===== config.mk =====
export PLATFORM = sky130hd
export DESIGN_NAME = dvp_capture_ctrl_flat
export DESIGN_NICKNAME = d
export VERILOG_FILES = /design/src/rtl/dvp_capture_ctrl_if.sv /design/src/rtl/dvp_capture_ctrl.sv /design/src/flat_wrapper.sv
export SDC_FILE = /design/constraint.sdc
export NUM_CORES = 1
export LEC_CHECK = 0
export CORE_MARGIN = 2
export CORE_UTILIZATION = 23
export CTS_CLUSTER_SIZE = 30
export DETAILED_ROUTE_END_ITERATION = 10
export MAX_ROUTING_LAYER = met4
export PLACE_DENSITY = 0.42
export SYNTH_ARGS = -nofsm -noshare
export SYNTH_HDL_FRONTEND = slang
export SYNTH_SLANG_ARGS = --single-unit

===== constraint.sdc =====
create_clock -name clk_i -period 2.14 [get_ports clk_i]
set_input_delay 0.321 -clock clk_i [delete_from_list [all_inputs] [get_ports clk_i]]
set_output_delay 0.321 -clock clk_i [all_outputs]
set_load 0.05 [all_outputs]

===== src/rtl/dvp_capture_ctrl_if.sv =====
`default_nettype none
// +----------------------------------------------------------------------+
// | dvp_capture_ctrl_if : DVP sensor bus in, packed pixel stream out       |
// | Rev 1.0                                                              |
// +----------------------------------------------------------------------+
interface dvp_capture_ctrl_if;
  logic        cmos_vsync_i;
  logic        cmos_href_i;
  logic [7:0]  cmos_d_i;
  logic [15:0] pix_data_o;
  logic        pix_valid_o;
  logic        sof_o;
  logic        sol_o;
  logic        eof_o;

  modport slave (
    input  cmos_vsync_i, cmos_href_i, cmos_d_i,
    output pix_data_o, pix_valid_o, sof_o, sol_o, eof_o
  );

  modport master (
    output cmos_vsync_i, cmos_href_i, cmos_d_i,
    input  pix_data_o, pix_valid_o, sof_o, sol_o, eof_o
  );
endinterface
`default_nettype wire


===== src/rtl/dvp_capture_ctrl.sv =====
`default_nettype none
// +----------------------------------------------------------------------+
// | dvp_capture_ctrl : DVP camera frame capture, byte pairs -> 16b pixels  |
// | Rev 1.0                                                              |
// +----------------------------------------------------------------------+
module dvp_capture_ctrl #(
  parameter int H_ACTIVE    = 1280,
  parameter int V_ACTIVE    = 720,
  parameter int SKIP_FRAMES = 2
) (
  input  wire logic         clk_i,
  input  wire logic         rst_i,
  input  wire logic         start_i,
  input  wire logic         stop_i,
  input  wire logic         cont_i,
  dvp_capture_ctrl_if.slave bus,
  output logic              busy_o,
  output logic [11:0]       line_cnt_o,
  output logic              err_len_o,
  output logic              err_lines_o
);

  typedef enum logic [1:0] {
    ST_IDLE    = 2'd0,
    ST_WAIT_VS = 2'd1,
    ST_SKIP    = 2'd2,
    ST_CAPTURE = 2'd3
  } state_t;

  localparam logic [11:0] C_H_ACTIVE  = 12'(H_ACTIVE);
  localparam logic [11:0] C_V_ACTIVE  = 12'(V_ACTIVE);
  localparam logic [3:0]  C_SKIP_LOAD = 4'(SKIP_FRAMES - 1);
  localparam bit          C_NO_SKIP   = (SKIP_FRAMES == 0);

  state_t      r_state;
  logic        r_vs_d, r_href_d;
  logic        r_cont, r_stop_pend;
  logic [3:0]  r_skip_cnt;
  logic        r_phase, r_in_line, r_sof_pend;
  logic [7:0]  r_hi;
  logic [11:0] r_pix_cnt, r_line_cnt;
  logic [15:0] r_pix_data;
  logic        r_pix_valid, r_sof, r_sol;
  logic        r_err_len, r_err_lines;

  logic        w_vs_rise, w_href_rise, w_href_fall, w_line_done;
  logic        w_frame_end, w_lines_bad, w_len_bad, w_enter_capture;
  logic [11:0] w_line_inc, w_pix_inc, w_lines_eff;

  assign w_vs_rise   = bus.cmos_vsync_i & ~r_vs_d;
  assign w_href_rise = bus.cmos_href_i & ~r_href_d;
  assign w_href_fall = ~bus.cmos_href_i & r_href_d;
  assign w_line_done = w_href_fall & r_in_line;
  assign w_line_inc  = (r_line_cnt == 12'hFFF) ? r_line_cnt : r_line_cnt + 12'd1;
  assign w_pix_inc   = (r_pix_cnt == 12'hFFF) ? r_pix_cnt : r_pix_cnt + 12'd1;
  assign w_frame_end = (r_state == ST_CAPTURE) & w_vs_rise;
  // A line that closes on the very cycle vsync rises still belongs to this frame
  assign w_lines_eff = w_line_done ? w_line_inc : r_line_cnt;
  assign w_lines_bad = (w_lines_eff != C_V_ACTIVE);
  assign w_len_bad   = (r_pix_cnt != C_H_ACTIVE) | r_phase;

  assign w_enter_capture = ~stop_i & w_vs_rise &
                           (((r_state == ST_WAIT_VS) & C_NO_SKIP) |
                            ((r_state == ST_SKIP) & (r_skip_cnt == 4'd0)));

  always_ff @(posedge clk_i) begin
    if (rst_i) begin
      r_state     <= ST_IDLE;
      r_vs_d      <= 1'b0;
      r_href_d    <= 1'b0;
      r_cont      <= 1'b0;
      r_stop_pend <= 1'b0;
      r_skip_cnt  <= 4'd0;
      r_phase     <= 1'b0;
      r_in_line   <= 1'b0;
      r_sof_pend  <= 1'b0;
      r_hi        <= 8'd0;
      r_pix_cnt   <= 12'd0;
      r_line_cnt  <= 12'd0;
      r_pix_data  <= 16'd0;
      r_pix_valid <= 1'b0;
      r_sof       <= 1'b0;
      r_sol       <= 1'b0;
      r_err_len   <= 1'b0;
      r_err_lines <= 1'b0;
    end else begin
      r_vs_d      <= bus.cmos_vsync_i;
      r_href_d    <= bus.cmos_href_i;
      r_pix_valid <= 1'b0;
      r_sof       <= 1'b0;
      r_sol       <= 1'b0;

      case (r_state)
        ST_IDLE: begin
          if (start_i) begin
            r_state     <= ST_WAIT_VS;
            r_cont      <= cont_i;
            r_err_len   <= 1'b0;
            r_err_lines <= 1'b0;
            r_stop_pend <= 1'b0;
          end
        end

        ST_WAIT_VS: begin
          if (stop_i) begin
            r_state <= ST_IDLE;
          end else if (w_vs_rise && !C_NO_SKIP) begin
            r_state    <= ST_SKIP;
            r_skip_cnt <= C_SKIP_LOAD;
          end
        end

        ST_SKIP: begin
          if (stop_i) begin
            r_state <= ST_IDLE;
          end else if (w_vs_rise && r_skip_cnt != 4'd0) begin
            r_skip_cnt <= r_skip_cnt - 4'd1;
          end
        end

        ST_CAPTURE: begin
          if (stop_i) r_stop_pend <= 1'b1;

          if (w_frame_end) begin
            if ((w_line_done && w_len_bad) || bus.cmos_href_i) r_err_len <= 1'b1;
            if (w_lines_bad) r_err_lines <= 1'b1;
            r_line_cnt <= 12'd0;
            r_in_line  <= 1'b0;
            r_phase    <= 1'b0;
            if (r_cont && !(r_stop_pend || stop_i)) begin
              r_sof_pend <= 1'b1;
            end else begin
              r_state     <= ST_IDLE;
              r_stop_pend <= 1'b0;
            end
          end else if (w_href_rise) begin
            r_in_line <= 1'b1;
            r_pix_cnt <= 12'd0;
            r_hi      <= bus.cmos_d_i;
            r_phase   <= 1'b1;
          end else if (bus.cmos_href_i && r_in_line) begin
            if (!r_phase) begin
              r_hi    <= bus.cmos_d_i;
              r_phase <= 1'b1;
            end else begin
              r_pix_data  <= {r_hi, bus.cmos_d_i};
              r_pix_valid <= 1'b1;
              r_sol       <= (r_pix_cnt == 12'd0);
              r_sof       <= (r_pix_cnt == 12'd0) & r_sof_pend;
              if (r_pix_cnt == 12'd0) r_sof_pend <= 1'b0;
              r_pix_cnt   <= w_pix_inc;
              r_phase     <= 1'b0;
            end
          end else if (w_line_done) begin
            r_line_cnt <= w_line_inc;
            if (w_len_bad) r_err_len <= 1'b1;
            r_in_line  <= 1'b0;
            r_phase    <= 1'b0;
          end
        end

        default: r_state <= ST_IDLE;
      endcase

      if (w_enter_capture) begin
        r_state     <= ST_CAPTURE;
        r_sof_pend  <= 1'b1;
        r_line_cnt  <= 12'd0;
        r_in_line   <= 1'b0;
        r_phase     <= 1'b0;
        r_stop_pend <= 1'b0;
      end
    end
  end

  // End-of-frame flags are decoded from the live vsync edge so they line up with it
  assign bus.eof_o       = w_frame_end & ~rst_i;
  assign err_lines_o     = r_err_lines | (w_frame_end & w_lines_bad & ~rst_i);
  assign bus.pix_data_o  = r_pix_data;
  assign bus.pix_valid_o = r_pix_valid;
  assign bus.sof_o       = r_sof;
  assign bus.sol_o       = r_sol;
  assign busy_o          = (r_state != ST_IDLE);
  assign line_cnt_o      = r_line_cnt;
  assign err_len_o       = r_err_len;

endmodule
`default_nettype wire


===== src/flat_wrapper.sv =====
// flat-port wrapper written by rule: the top's interface ports become plain ports
module dvp_capture_ctrl_flat 
#(
  parameter int H_ACTIVE    = 1280,
  parameter int V_ACTIVE    = 720,
  parameter int SKIP_FRAMES = 2
)
  (clk_i, rst_i, start_i, stop_i, cont_i, busy_o, line_cnt_o, err_len_o, err_lines_o, bus_cmos_vsync_i, bus_cmos_href_i, bus_cmos_d_i, bus_pix_data_o, bus_pix_valid_o, bus_sof_o, bus_sol_o, bus_eof_o);
  dvp_capture_ctrl_if bus_i ();
  input  wire logic clk_i;
  input  wire logic rst_i;
  input  wire logic start_i;
  input  wire logic stop_i;
  input  wire logic cont_i;
  output logic busy_o;
  output logic [11:0] line_cnt_o;
  output logic err_len_o;
  output logic err_lines_o;
  input wire logic [$bits(bus_i.cmos_vsync_i)-1:0] bus_cmos_vsync_i;
  input wire logic [$bits(bus_i.cmos_href_i)-1:0] bus_cmos_href_i;
  input wire logic [$bits(bus_i.cmos_d_i)-1:0] bus_cmos_d_i;
  output wire logic [$bits(bus_i.pix_data_o)-1:0] bus_pix_data_o;
  output wire logic [$bits(bus_i.pix_valid_o)-1:0] bus_pix_valid_o;
  output wire logic [$bits(bus_i.sof_o)-1:0] bus_sof_o;
  output wire logic [$bits(bus_i.sol_o)-1:0] bus_sol_o;
  output wire logic [$bits(bus_i.eof_o)-1:0] bus_eof_o;
  assign bus_i.cmos_vsync_i = bus_cmos_vsync_i;
  assign bus_i.cmos_href_i = bus_cmos_href_i;
  assign bus_i.cmos_d_i = bus_cmos_d_i;
  assign bus_pix_data_o = bus_i.pix_data_o;
  assign bus_pix_valid_o = bus_i.pix_valid_o;
  assign bus_sof_o = bus_i.sof_o;
  assign bus_sol_o = bus_i.sol_o;
  assign bus_eof_o = bus_i.eof_o;
  dvp_capture_ctrl #(.H_ACTIVE(H_ACTIVE), .V_ACTIVE(V_ACTIVE), .SKIP_FRAMES(SKIP_FRAMES)) u_core (.clk_i(clk_i), .rst_i(rst_i), .start_i(start_i), .stop_i(stop_i), .cont_i(cont_i), .bus(bus_i), .busy_o(busy_o), .line_cnt_o(line_cnt_o), .err_len_o(err_len_o), .err_lines_o(err_lines_o));
endmodule

* Yosys cells after proc, flatten, opt, wreduce, memory -nomap -nowiden
Index checks and enable logic that the tools add are counted.
** Word-level totals
- Bits in registers :: 66
- Latch bits :: 0
- RAM bits :: 0
- ROM bits :: 0
- Input port bits :: 15
- Output and inout bits :: 35
- Logic and storage cells :: 171
- Memories :: 0
** Operators by class
- Add/subtract/negate cells :: 3
- Multipliers :: 0
- Divide/modulo/power cells :: 0
- Magnitude comparators :: 0
- Eq/ne operators :: 31
- Shift-type cells :: 0
- Multiplexer cells :: 57
- Bitwise gates (word level) :: 24
- Reductions and logical operators :: 38
** Operator list (number)
- $mux W12 :: 9
- $mux W1 :: 29
- $add A12 B1 Y12 const B :: 2
- $eq A12 B12 Y1 const B :: 2
- $mux W8 :: 3
- $reduce_and A5 Y1 :: 4
- $mux W4 :: 4
- $mux W2 :: 7
- $and A1 B1 Y1 :: 12
- $logic_not A12 Y1 :: 1
- $ne A12 B10 Y1 const B :: 1
- $ne A12 B11 Y1 const B :: 1
- $ne A2 B2 Y1 const B :: 6
- $ne A3 B1 Y1 const B :: 4
- $ne A3 B2 Y1 const B :: 4
- $ne A3 B3 Y1 const B :: 4
- $reduce_bool A2 Y1 :: 6
- $reduce_bool A3 Y1 :: 4
- $ne A2 B1 Y1 const B :: 5
- $not A1 Y1 :: 10
- $pmux W2 S4 :: 1
- $pmux W4 S2 :: 1
- $reduce_and A4 Y1 :: 2
- $reduce_bool A4 Y1 :: 2
- other kinds (18) :: 29

* Logic depth before layout (Yosys ltp)
- Depth in word-level cells :: 8
- Mapped depth :: 8
- Gate-level depth less buffers :: 8

* Least setup slack after synthesis
No wires, ideal clock.
- Path type :: reg2out
- Start point :: reg u_core.r_line_cnt[6] (netlist: u_core.line_cnt_o[6])
- End point :: out err_lines_o
- Data arrival time :: 2.391 ns
- Data required time :: 1.819 ns
- Setup slack :: -0.572 ns
- Stages on the path, launching flop included :: 8
- Buffers on the path :: 1
- Cell sequence :: dfxtp_1 buf_2 and3_1 a41oi_4 and3b_1 o21ai_0 nor4_2 nor2_1
** On the way
- Longest elaborated chain between the ends :: 7
- Elaborated cells between the ends (all ways) :: 8
- Those cells by class :: add/sub (1); eq/ne (2); mux (2); bitwise (3)
** RTL lines
- from (decl) :: line dvp_capture_ctrl.sv:41 : logic [11:0] r_pix_cnt, r_line_cnt;
- from (signal assigned) :: line dvp_capture_ctrl.sv:155 : r_line_cnt <= w_line_inc;
- $add A12 B1 Y12 or $eq A12 B12 Y1 (tied branches) :: line dvp_capture_ctrl.sv:54 : assign w_line_inc = (r_line_cnt == 12'hFFF) ? r_line_cnt : r_line_cnt + 12'd1;
- $mux W12 :: line dvp_capture_ctrl.sv:54
- $mux W12 *
- $ne A12 B10 Y1 * :: line dvp_capture_ctrl.sv:59 : assign w_lines_bad = (w_lines_eff != C_V_ACTIVE);
- $and A1 B1 Y1 * (2 in a row) :: line dvp_capture_ctrl.sv:178 : assign err_lines_o = r_err_lines | (w_frame_end & w_lines_bad & ~rst_i);
- $or A1 B1 Y1 * :: line dvp_capture_ctrl.sv:178
- to (decl) :: line flat_wrapper.sv:18 : output logic err_lines_o;
Mark *: on every way between the ends. The rest lies on a longest branch, timed or not.

* Worst setup path after layout
- Start point :: reg u_core.r_line_cnt[3] (netlist: u_core.line_cnt_o[3])
- End point :: out err_lines_o
Same word-level chain as after synthesis.

==> run_results.csv <==
group,metric,value,unit
grt,grt_pass1_vias,3430,
drt,vias,3290,
drt,detail_route.vias_per_cell,4.68,
die,core_area,14400,µm²
final_layout,final_net_count,540,
drt,drt_wl_total,9490,µm
pwr,pwr-share-clk,0.424,
cts,numCtsBuffers,9,
min_path,hold_class,"reg2reg",
final_layout,diodes,0,
timing,max_slew_margin,0.432,
timing,setup_viol,1,
pwr,pwr-share-seq,0.391,
timing,finalHoldViolations,0,
grt,grt_max_degree,31,
logic_synthesis,syn-num-nets,438,
grt,grt_pass1_wl,16600,µm
worst_setup_path,reg2reg_from,"u_core.line_cnt_o[3]",
worst_setup_path,crit_arrival,2.08,ns
die,initial_core_util,0.234,
min_path,min_path_cells,2,
job,drv_cap,0,
timing,fmax,0.416,GHz
die,fp.dieH,125,µm
pwr,leakage,1.87,nW
placed_design,gp_congestion,0.819,
pwr,p_sw,1.03,mW
drt,drcViolationCount,0,
final_layout,area_growth,45.7,%
drt,drtIter0Drc,183,
worst_setup_path,worstReg2RegEnd,"u_core.r_err_lines",
placed_design,place_ws,-0.508,ns
placed_design,hpwlAfterDp,6630,µm
grt,antenna_found_initial,0,
worst_setup_path,cp-start-kind,"flip-flop",
cts,cts_hold_buf,0,
worst_setup_path,slowest_delay,0.36,ns
grt,grt_usage,0.134,
status,outcome,"complete, but fails checks",
logic_synthesis,synth_cells,412,
worst_setup_path,crit_chain,"buf_4 -> nand4_1 -> nor4_4 -> xnor2_1 -> o21ai_2 -> nor4_4 -> nor2_4 -> buf_8",
timing,fin_crit_sh,1.12,
logic_synthesis,ys_ff_latch,66,
timing,clock_skew,0.00898,ns
pwr,p_sw_frac,0.307,
timing,fin_ws,-0.265,ns
die,dieArea,15600,µm²
logic_synthesis,synth_ff_type,"dfxtp_1",
min_path,hold-path-endpoint,"u_core.bus.pix_data_o[12]",
die,io_pins,50,
pwr,finalPower,3.34,mW
pwr,power_frac_comb,0.185,
logic_synthesis,yosysWarnings,0,
worst_setup_path,reg2reg_slack,0.21,ns
min_path,hp-start,"u_core.r_hi[4]",
timing,rsz0062_at_grt,"yes",
worst_setup_path,crit_fanout,9,
worst_setup_path,slowest_stage,"nor4_4",
worst_setup_path,crit_type,"reg2out",
timing,timing.final.max_slew_violations,0,
cts,cts.path.max_buffers,2,
final_layout,fin_cells,703,
cts,cts_tree,"yes",
worst_setup_path,critPathBufInv,2,
die,die_w,125,µm
worst_setup_path,r2r_cells,9,
logic_synthesis,async_flop_share,0,
grt,grt.overflow.total,0,
final_layout,drive_gt1_frac,0.237,
pwr,p_int,2.32,mW
die,fp-row-count,44,
worst_setup_path,worstPathRequired,1.82,ns
timing,worstMarginPinSlew,0.843,ns
drt,wl_per_cell,13.5,µm
pwr,ir_worst_vdd,0.000385,V
timing,finalCriticalPeriod,2.41,ns
status,violations,"negative setup slack",
final_layout,fillers,1495,
logic_synthesis,syn_area_per_cell,8.14,µm²
worst_setup_path,crit_top_cell,"nor4_4",
pwr,power_density,684,nW/µm²
drt,ant_nets,0,
logic_synthesis,synth_cell_types,55,
timing,holdWs,0.454,ns
drt,firstDrtPassIters,4,
placed_design,place_inst,674,
placed_design,numPortBuffers,49,
cts,htree_levels,3,
final_layout,post-route-util,0.340,
cts,worstSkewPairLatency,0.34,ns
cts,clock-sinks,66,
cts,clock-root-buffer,"clkbuf_16",
logic_synthesis,yosysSeqAreaShare,0.394,
worst_setup_path,critPathTopFamily,"simple AND/OR/NAND/NOR gates",
cts,path_clk_slew,0.06,ns
logic_synthesis,synth-edff-count,0,
logic_synthesis,synth_area,3360,µm²
worst_setup_path,crit_path_end_kind,"output pin",
-- cell usage after synthesis, types with 3 or more instances --
cell type  count  area [µm²]
a211oi_1       6        45.0
a21oi_1       41         205
a311oi_1       4        35.0
a31oi_1        7        43.8
and3_1         4        25.0
and3_2         3        22.5
and4_1         3        26.3
buf_2          3        15.0
buf_4          4        30.0
buf_6          4        45.0
clkbuf_1       8        30.0
dfxtp_1       66        1320
ha_1          11         138
inv_1         12        45.0
mux2i_1        8        80.1
nand2_1       58         218
nand3_1       10        50.1
nand4_1       11        68.8
nor2_1        54         203
nor2b_1        5        31.3
nor3_1        12        60.1
nor4_2         3        37.5
o21ai_0       20         100
o31ai_1        3        22.5
or3_1          4        25.0
xnor2_1        4        35.0
xor2_1        10        87.6
-- power by group through the flow --
stage               clock network (mW)  registers, mW  logic [mW]
CTS                               1.47           1.31       0.625
global placement                     0           1.33       0.606
finish                            1.42           1.31       0.618
global route                      1.52           1.31       0.696
floorplan                            0           1.34       0.390
detailed placement                   0           1.33       0.611
-- per-stage QoR --
step | TNS (ns) | cell area [µm²]
finish | -0.265 | 4890
global placement | -1.74 | 4400
floorplan | -0.0698 | 3410
detailed placement | -1.94 | 4400
global route | -0.361 | 4890
CTS | -0.240 | 4870
-- state kept, by name (all words and copies together), names as in the netlist --
register	flops
u_core.bus.pix_data_o	16
u_core.line_cnt_o	12
u_core.r_pix_cnt	12
u_core.r_hi	8
u_core.r_skip_cnt	4
u_core.r_state	2
u_core.bus.pix_valid_o	1
u_core.bus.sof_o	1
u_core.bus.sol_o	1
u_core.err_len_o	1
u_core.r_cont	1
u_core.r_err_lines	1
u_core.r_href_d	1
u_core.r_in_line	1
u_core.r_phase	1
u_core.r_sof_pend	1
u_core.r_stop_pend	1
u_core.r_vs_d	1
-- worst max-delay path by stage --
stage	startpoint	end	slack (ns)	cells past startpoint
final	u_core.line_cnt_o[3]	err_lines_o	-0.27	8
after global routing	u_core.line_cnt_o[1]	err_lines_o	-0.36	8
after CTS	u_core.line_cnt_o[4]	err_lines_o	-0.24	8
after detailed placement	bus_cmos_href_i	err_lines_o	-0.51	8
after global placement	bus_cmos_href_i	err_lines_o	-0.47	8
after floorplan	u_core.line_cnt_o[4]	err_lines_o	-0.07	8
-- metal layers --
| layer | vias to the layer above | wire (µm) | track usage |
|---|---|---|---|
| met1 | 1540 | 4380 | 0.155 |
| met3 | 15 | 507 | 0.0434 |
| met2 | 79 | 4430 | 0.217 |
| met5 | - | 0 | - |
| met4 | 0 | 175 | 0.0489 |
| li1 | 1656 | - | - |
-- logic make-up (layout without fill, tap and decap cells) --
| family | after synthesis | in the layout | synth area share |
|---|---|---|---|
| fa+ha+maj | 11 | 11 | 0.0410 |
| simple gates | 186 | 187 | 0.278 |
| xor+xnor | 14 | 14 | 0.0365 |
| buf+inv | 34 | 140 | 0.0556 |
| compound gates | 93 | 93 | 0.172 |
| mux | 8 | 8 | 0.0239 |
| flops | 66 | 66 | 0.394 |
-- tightest hold or removal path, delay by kind of cell (launching register included) --
| family | cells | cell delay, ns |
|---|---|---|
| and+or+nand+nor | 1 | 0.05 |
| DFF | 1 | 0.31 |
| AOI/OAI and AO/OA | 1 | 0.05 |
-- cell usage in the layout (no fill, tap or decap), types with 3 or more instances in the layout --
| cell | netlist | layout |
|---|---|---|
| mux2i_1 | 8 | 8 |
| a31oi_1 | 7 | 7 |
| nand2_1 | 58 | 58 |
| nor2_1 | 54 | 52 |
| clkbuf_16 | 0 | 9 |
| or3_1 | 4 | 4 |
| ha_1 | 11 | 10 |
| o21ai_0 | 20 | 19 |
| buf_6 | 4 | 8 |
| xnor2_1 | 4 | 4 |
| a211oi_1 | 6 | 6 |
| a311oi_1 | 4 | 3 |
| nand3_1 | 10 | 9 |
| clkdlybuf4s50_1 | 0 | 45 |
| and3_4 | 1 | 4 |
| xor2_1 | 10 | 10 |
| a21oi_1 | 41 | 39 |
| inv_6 | 0 | 4 |
| nand4_1 | 11 | 11 |
| and2_1 | 2 | 3 |
| nor3_1 | 12 | 11 |
| buf_4 | 4 | 54 |
| dfxtp_1 | 66 | 52 |
| nor2b_1 | 5 | 5 |
| o31ai_1 | 3 | 3 |
| dfxtp_2 | 0 | 7 |
| buf_12 | 0 | 3 |
| dfxtp_4 | 0 | 7 |
| inv_1 | 12 | 12 |
-- repair_timing --
item                       CTS  global route
hold endpoints to repair     0             0
setup buffers               12             0
gates cloned                 1             0
gates resized for setup     29             4
pin swaps                   11             2
setup endpoints to repair    1             1
-- layout make-up --
cell class / instances / area [µm²] / area share
Multi-Input combinational cell: 313 / 1940 / 0.397
Sequential cell: 66 / 1360 / 0.277
Timing Repair Buffer: 112 / 1030 / 0.211
Tap cell: 184 / 230 / 0.0471
Clock buffer: 9 / 225 / 0.0461
Clock inverter: 7 / 58.8 / 0.0120
Inverter: 12 / 45.0 / 0.00921
No activity file was read; power rests on OpenSTA's default activity.
